<file path="src/rtl/fan_ctrl_mc.sv">
// fan_ctrl_mc: multi-channel PWM fan controller with tachometer-based stall detection.
//
// One prescaler and one PWM counter are shared by all channels. Each channel has its own
// duty/min_duty registers, a compare register, an OFF/SPINUP/RUN/STALL state machine and a
// tach edge counter. All per-channel timing is aligned to the shared period boundary.
//
// Ports:
//   clk_i        - clock
//   rstn_i       - synchronous active-low reset
//   clk_en_i     - clock enable for prescaler, PWM counter and edge counters
//   period_i     - PWM counter terminal value (shared)
//   wr_en_i      - single-cycle write strobe
//   wr_ch_i      - write target channel
//   wr_field_i   - 0 = duty, 1 = min_duty, others ignored
//   wr_data_i    - write data
//   tach_i       - asynchronous tachometer inputs, one per channel
//   pwm_o        - registered PWM outputs
//   stall_o      - per-channel stall flag
//   state_o      - per-channel state, 2 bits each (OFF=0, SPINUP=1, RUN=2, STALL=3)
//   tach_cnt_o   - per-channel edge count from the last completed window, 16 bits each
module fan_ctrl_mc #(
  parameter int unsigned NUM_CH         = 4,
  parameter int unsigned PWM_BITWIDTH   = 8,
  parameter int unsigned PWM_CLK_DIV    = 15,
  parameter int unsigned SPINUP_PERIODS = 16,
  parameter int unsigned TACH_WINDOW    = 2500,
  parameter int unsigned STALL_LIMIT    = 2,
  localparam int unsigned ChW = (NUM_CH > 1) ? $clog2(NUM_CH) : 1
) (
  input  logic                    clk_i,
  input  logic                    rstn_i,
  input  logic                    clk_en_i,
  input  logic [PWM_BITWIDTH-1:0] period_i,
  input  logic                    wr_en_i,
  input  logic [ChW-1:0]          wr_ch_i,
  input  logic [1:0]              wr_field_i,
  input  logic [PWM_BITWIDTH-1:0] wr_data_i,
  input  logic [NUM_CH-1:0]       tach_i,
  output logic [NUM_CH-1:0]       pwm_o,
  output logic [NUM_CH-1:0]       stall_o,
  output logic [2*NUM_CH-1:0]     state_o,
  output logic [16*NUM_CH-1:0]    tach_cnt_o
);

  localparam int unsigned PreW  = (PWM_CLK_DIV > 0) ? $clog2(PWM_CLK_DIV + 1) : 1;
  localparam int unsigned WinW  = (TACH_WINDOW > 1) ? $clog2(TACH_WINDOW) : 1;
  localparam int unsigned SpinW = (SPINUP_PERIODS > 1) ? $clog2(SPINUP_PERIODS) : 1;
  localparam int unsigned MissW = $clog2(STALL_LIMIT + 1);
  // One extra bit so the spin-up compare exceeds every possible counter value.
  localparam int unsigned CmpW  = PWM_BITWIDTH + 1;

  typedef enum logic [1:0] {
    StOff    = 2'd0,
    StSpinup = 2'd1,
    StRun    = 2'd2,
    StStall  = 2'd3
  } state_e;

  // Shared timing
  logic [PreW-1:0]         presc_q, presc_d;
  logic [PWM_BITWIDTH-1:0] cnt_q, cnt_d;
  logic [WinW-1:0]         win_q, win_d;
  logic                    tick, period_end, win_end;

  // Tach synchroniser and edge detect
  logic [NUM_CH-1:0] sync1_q, sync2_q, tach_prev_q;
  logic [NUM_CH-1:0] edge_inc;

  // Per-channel registers
  logic [PWM_BITWIDTH-1:0] duty_q [NUM_CH];
  logic [PWM_BITWIDTH-1:0] duty_d [NUM_CH];
  logic [PWM_BITWIDTH-1:0] min_q  [NUM_CH];
  logic [PWM_BITWIDTH-1:0] min_d  [NUM_CH];
  logic [CmpW-1:0]         cmp_q  [NUM_CH];
  logic [CmpW-1:0]         cmp_d  [NUM_CH];
  logic [15:0]             edge_q [NUM_CH];
  logic [15:0]             edge_d [NUM_CH];
  logic [15:0]             tcnt_q [NUM_CH];
  logic [15:0]             tcnt_d [NUM_CH];
  logic [NUM_CH-1:0]       pwm_q, pwm_d;

  // FSM
  state_e           state_q [NUM_CH];
  state_e           state_d [NUM_CH];
  logic [SpinW-1:0] spin_q  [NUM_CH];
  logic [SpinW-1:0] spin_d  [NUM_CH];
  logic [MissW-1:0] miss_q  [NUM_CH];
  logic [MissW-1:0] miss_d  [NUM_CH];

  // ---------------------------------------------------------------------------------------------
  // Shared prescaler, PWM counter and window counter
  // ---------------------------------------------------------------------------------------------
  assign tick       = clk_en_i && (presc_q == PreW'(PWM_CLK_DIV));
  assign period_end = tick && (cnt_q == period_i);
  assign win_end    = period_end && (win_q == WinW'(TACH_WINDOW - 1));

  always_comb begin
    presc_d = presc_q;
    if (clk_en_i) begin
      presc_d = (presc_q == PreW'(PWM_CLK_DIV)) ? '0 : presc_q + 1'b1;
    end
    cnt_d = cnt_q;
    if (tick) begin
      // >= keeps the counter bounded if period_i is lowered below the current count.
      cnt_d = (cnt_q >= period_i) ? '0 : cnt_q + 1'b1;
    end
    win_d = win_q;
    if (period_end) begin
      win_d = win_end ? '0 : win_q + 1'b1;
    end
  end

  // ---------------------------------------------------------------------------------------------
  // Per-channel datapath: register writes, edge counting, PWM compare
  // ---------------------------------------------------------------------------------------------
  assign edge_inc = sync2_q & ~tach_prev_q & {NUM_CH{clk_en_i}};

  always_comb begin
    for (int n = 0; n < NUM_CH; n++) begin
      duty_d[n] = duty_q[n];
      min_d[n]  = min_q[n];
      if (wr_en_i && (wr_ch_i == ChW'(n))) begin
        if (wr_field_i == 2'd0) duty_d[n] = wr_data_i;
        if (wr_field_i == 2'd1) min_d[n]  = wr_data_i;
      end

      edge_d[n] = edge_q[n];
      tcnt_d[n] = tcnt_q[n];
      if (win_end) begin
        // An edge landing on the window-end cycle belongs to the new window.
        tcnt_d[n] = edge_q[n];
        edge_d[n] = edge_inc[n] ? 16'd1 : 16'd0;
      end else if (edge_inc[n] && (edge_q[n] != 16'hFFFF)) begin
        edge_d[n] = edge_q[n] + 16'd1;
      end

      pwm_d[n] = ({1'b0, cnt_q} < cmp_q[n]);
    end
  end

  always_ff @(posedge clk_i) begin
    if (!rstn_i) begin
      presc_q     <= '0;
      cnt_q       <= '0;
      win_q       <= '0;
      sync1_q     <= '0;
      sync2_q     <= '0;
      tach_prev_q <= '0;
      pwm_q       <= '0;
      for (int n = 0; n < NUM_CH; n++) begin
        duty_q[n] <= '0;
        min_q[n]  <= '0;
        cmp_q[n]  <= '0;
        edge_q[n] <= '0;
        tcnt_q[n] <= '0;
      end
    end else begin
      presc_q     <= presc_d;
      cnt_q       <= cnt_d;
      win_q       <= win_d;
      sync1_q     <= tach_i;
      sync2_q     <= sync1_q;
      tach_prev_q <= sync2_q;
      pwm_q       <= pwm_d;
      for (int n = 0; n < NUM_CH; n++) begin
        duty_q[n] <= duty_d[n];
        min_q[n]  <= min_d[n];
        cmp_q[n]  <= cmp_d[n];
        edge_q[n] <= edge_d[n];
        tcnt_q[n] <= tcnt_d[n];
      end
    end
  end

  // ---------------------------------------------------------------------------------------------
  // FSM: state register
  // ---------------------------------------------------------------------------------------------
  always_ff @(posedge clk_i) begin
    if (!rstn_i) begin
      for (int n = 0; n < NUM_CH; n++) begin
        state_q[n] <= StOff;
        spin_q[n]  <= '0;
        miss_q[n]  <= '0;
      end
    end else begin
      for (int n = 0; n < NUM_CH; n++) begin
        state_q[n] <= state_d[n];
        spin_q[n]  <= spin_d[n];
        miss_q[n]  <= miss_d[n];
      end
    end
  end

  // ---------------------------------------------------------------------------------------------
  // FSM: next state (evaluated only at period_end)
  // ---------------------------------------------------------------------------------------------
  always_comb begin
    for (int n = 0; n < NUM_CH; n++) begin
      state_d[n] = state_q[n];
      spin_d[n]  = spin_q[n];
      miss_d[n]  = miss_q[n];
      if (period_end) begin
        if (duty_q[n] == '0) begin
          state_d[n] = StOff;
          miss_d[n]  = '0;
        end else begin
          unique case (state_q[n])
            StOff: begin
              state_d[n] = StSpinup;
              spin_d[n]  = '0;
            end
            StSpinup: begin
              if (spin_q[n] == SpinW'(SPINUP_PERIODS - 1)) begin
                state_d[n] = StRun;
                miss_d[n]  = '0;
              end else begin
                spin_d[n] = spin_q[n] + 1'b1;
              end
            end
            StRun: begin
              // Uses the count of the window that is closing now.
              if (win_end) begin
                if (edge_q[n] == 16'd0) begin
                  miss_d[n] = miss_q[n] + 1'b1;
                  if (miss_d[n] >= MissW'(STALL_LIMIT)) state_d[n] = StStall;
                end else begin
                  miss_d[n] = '0;
                end
              end
            end
            StStall: begin
              state_d[n] = StStall;
            end
          endcase
        end
      end
    end
  end

  // ---------------------------------------------------------------------------------------------
  // FSM: outputs and effective compare for the next period
  // ---------------------------------------------------------------------------------------------
  always_comb begin
    for (int n = 0; n < NUM_CH; n++) begin
      cmp_d[n] = cmp_q[n];
      if (period_end) begin
        unique case (state_d[n])
          StSpinup: cmp_d[n] = '1;
          StRun:    cmp_d[n] = {1'b0, (duty_q[n] > min_q[n]) ? duty_q[n] : min_q[n]};
          default:  cmp_d[n] = '0;
        endcase
      end
      stall_o[n]           = (state_q[n] == StStall);
      state_o[2*n +: 2]    = state_q[n];
      tach_cnt_o[16*n +: 16] = tcnt_q[n];
    end
  end

  assign pwm_o = pwm_q;

endmodule

</file>
<file path="config.mk">
export PLATFORM = sky130hd
export DESIGN_NAME = fan_ctrl_mc
export DESIGN_NICKNAME = d
export VERILOG_FILES = /design/src/rtl/fan_ctrl_mc.sv
export SDC_FILE = /design/constraint.sdc
export NUM_CORES = 1
export LEC_CHECK = 0
export BUFFER_PORTS_ARGS = -buffer_cell sky130_fd_sc_hd__buf_4
export CAP_MARGIN = 15
export CORE_ASPECT_RATIO = 1.75
export CORE_MARGIN = 2
export CORE_UTILIZATION = 65
export CTS_CLUSTER_SIZE = 40
export DETAILED_ROUTE_END_ITERATION = 12
export GPL_ROUTABILITY_DRIVEN = 0
export GPL_TIMING_DRIVEN = 0
export HOLD_SLACK_MARGIN = 0.05
export PLACE_DENSITY = 0.83
export SETUP_SLACK_MARGIN = 0.3
export SLEW_MARGIN = 30
export SYNTH_ARGS = -nofsm -noshare
export SYNTH_HDL_FRONTEND = slang
export SYNTH_SLANG_ARGS = --single-unit
</file>
<file path="constraint.sdc">
create_clock -name clk_i -period 11.1 [get_ports clk_i]
set_input_delay 2.22 -clock clk_i [delete_from_list [all_inputs] [get_ports clk_i]]
set_output_delay 2.22 -clock clk_i [all_outputs]
set_load 0.005 [all_outputs]
</file>
==> out/qor.txt <==
Worst Hold Class -> flip-flop to flip-flop
FF+latch count, synth -> 300
CP Data Required Time -> 11.58 ns
fill count -> 1,746
crit path from -> period_i[7]
cell taking the most area after synthesis -> dfxtp_1
minimum clock period -> 5.59 ns
Rows -> 73
Worst Tran Pin Value -> 1.05 ns
hold_buf cts -> 0
Resize count post-CTS -> 0
Final Skew -> 0.0118 ns
Worst IR Drop VDD -> 0.000138 V
GRT overflow -> 0
crit path launch type -> primary input
Worst EP arrival -> 6.07 ns
post-synthesis cell area -> 15,100 µm²
Buf/Inv on CP -> 5
Finished Layout Cells -> 2,217
Final #Nets -> 2,027
Slowest cell on crit path -> nor3_1
crit path cell chain -> buf_4 -> inv_1 -> ha_1 -> nand4_1 -> nor3_1 -> buf_2 -> o211ai_1 -> o221ai_1 -> inv_1 -> ha_1 -> nor4_4 -> buf_2 -> o2111ai_1 -> nand3_1
most frequent cells in the layout -> 300 x dfxtp_1, 209 x nand2_1, 174 x a21oi_1, 156 x nor2_1, 103 x buf_4
vias post-DR -> 13,700
Fin Setup TNS -> 0 ns
ANT nets after route -> 0
WL final -> 40.3 mm
root buffer cell -> clkbuf_16
DP Cell Count -> 2,170
Starting Density -> 66.4%
status -> complete, no violations
vias in the first global route -> 13,500
switching share of power -> 22.8%
global-route wire length before repair -> 64.4 mm
Reg clk slew, reported paths -> 0.07 ns
Final Cycle Share -> 50.4%
initial antenna violation count -> 0
Synth top area share -> 39.8%
PortBufs -> 99
Total Routing Usage GR -> 32.5%
latest clock arrival within the worst-skew pair -> 0.55 ns
min-delay src -> sync1_q[2]
ys async rst share -> 0%
sequential share of the synthesized area -> 39.8%
Cells after Synth -> 1,771
Hold Violations, Final -> 0
commonest non-fill, non-tap cell in the layout -> dfxtp_1
slowest stage delay, CP -> 0.69 ns
Design Power -> 2.14 mW
IO Pins -> 108
max cap viols -> 0
# diodes -> 0
crit path capture type -> flip-flop
Die H -> 206 µm
number of synthesized flops with an enable pin -> 0
crit-path max FO -> 10
Area after DPL -> 16,200 µm²
cell-internal power -> 1.66 mW
largest net degree at the start of global routing -> 16
sw power -> 0.488 mW
setup bufs post-CTS -> 0
Final Instance Area -> 17,100 µm²
DRT Pass-1 Iters -> 5
Clk pwr share -> 44.4%
syn nets -> 1,899
kind of critical path -> primary input to flip-flop
pwr dens -> 125 nW/µm²
CTS tree -> done
reg2reg start -> cnt_q[0]
core box area -> 22,700 µm²
Area contributors post-synth -> dfxtp_1 40%, ha_1 8.3%, a21oi_1 5.8%
Lkg Pwr -> 6.63 nW
via/cell ratio -> 6.18
Comb pwr share -> 4.9%
Synth cell types -> 72
dpl ws -> 4.99 ns
Main synth FF type -> dfxtp_1
P&R area growth vs syn -> 13.3%
Syn. warnings -> 0
unrepaired setup endpoints after global routing -> no
syn_area_per_cell -> 8.53 µm²
Detailed Route Iter0 Violations -> 818
max_slew headroom -> 29.3%
Sequential Power Share -> 50.7%
delay-heaviest family, CP -> simple AND/OR/NAND/NOR gates
Final Max Tran Viols -> 0
H-tree levels -> 1
final setup fails -> 0
fmax -> 179 MHz
CTS Buf Count -> 27
DRC -> 0
Max Root-Sink Buffers -> 3
share of layout cells above drive strength 1 -> 10.5%
routed length per instance -> 18.2 µm
DP HPWL -> 30.4 mm
final setup margin -> 5.51 ns
Die Wd -> 119 µm
clk sinks -> 300
die footprint -> 24,500 µm²
synthesized netlist by cell type (19+ instances only):
library cell    n
ha_1          100
xnor2_1        29
mux2i_1        75
dfxtp_1       300
nor2_1        156
nand4_1        76
inv_1         102
nand2_1       209
o2111ai_1      40
xor2_1         35
clkbuf_1       47
nor4_1         19
nand3_1        66
nor3_1         20
and2_1         28
a21oi_1       174
o21ai_0        32
final timing paths:
kind	to	slack, ns	depth (start not counted)
max	cmp_q[0][25]	5.51	14
min reg2reg	sync2_q[2]	0.43	1
min	sync2_q[2]	0.43	1
max reg2reg	cmp_q[0][25]	6.34	14
stage by stage:
stage | hold WS [ns] | util [%]
finish | 0.432 | 75.2
global route | 0.452 | 75.2
CTS | 0.435 | 75.2
detailed placement | 0.420 | 71.3
global placement | 0.416 | 71.3
floorplan | 0.412 | -
cells by family (layout without fill, tap and decap cells):
logic type                 Yosys count  in the layout  share of synthesized area, %
and+or+nand+nor                    718            718                          25.0
AOI/OAI and AO/OA                  321            321                          13.0
DFF                                300            300                          39.8
buffers and inverters              192            338                          5.17
adders and majority gates          100            100                          8.29
muxes                               76             76                          5.05
xor gates and xnor gates            64             64                          3.71
power by group through the flow:
stage	logic (mW)	registers, mW	clock network [mW]
floorplan	0.0667	1.11	0
global placement	0.0996	1.11	0
detailed placement	0.102	1.11	0
CTS	0.103	1.09	0.957
global route	0.113	1.09	0.996
finish	0.104	1.09	0.951
flip-flops by register name, indices dropped and copies added, names as in the netlist, 8 cells and up:
register / cells
state_q: 8
duty_q: 32
cmp_q: 36
spin_q: 16
miss_q: 8
min_q: 32
edge_q: 64
win_q: 12
cnt_q: 8
tcnt_q: 64
worst register-to-register path: stages, from the launching register on:
cell and delay (ns):
dfxtp_1 0.33, clkbuf_1 0.51, inv_1 0.10, ha_1 0.31
nand4_1 0.32, nor3_1 0.71, buf_2 0.37, o211ai_1 0.13
o221ai_1 0.29, inv_1 0.12, ha_1 0.36, nor4_4 0.57
buf_2 0.32, o2111ai_1 0.15, nand3_1 0.12
final cells by class:
cell class	instances	area (µm²)	share of cell area [%]
inverter	102	383	2.24
sequential	300	6010	35.1
timing repair buffer	99	743	4.34
buffer	90	398	2.33
multi-input combinational	1279	8320	48.6
clock inverter	8	121	0.709
clock buffer	39	761	4.45
tap	300	375	2.19
metal layers:
| layer | global-route usage [%] | share of wire, % | routed length (µm) |
|---|---|---|---|
| met5 | 0 | 0 | 0 |
| met4 | 24.6 | 7.9 | 3190 |
| met3 | 3.77 | 4.6 | 1860 |
| met2 | 62.4 | 53 | 21200 |
| met1 | 31.0 | 35 | 14000 |
(Power assumes the default switching activity.)
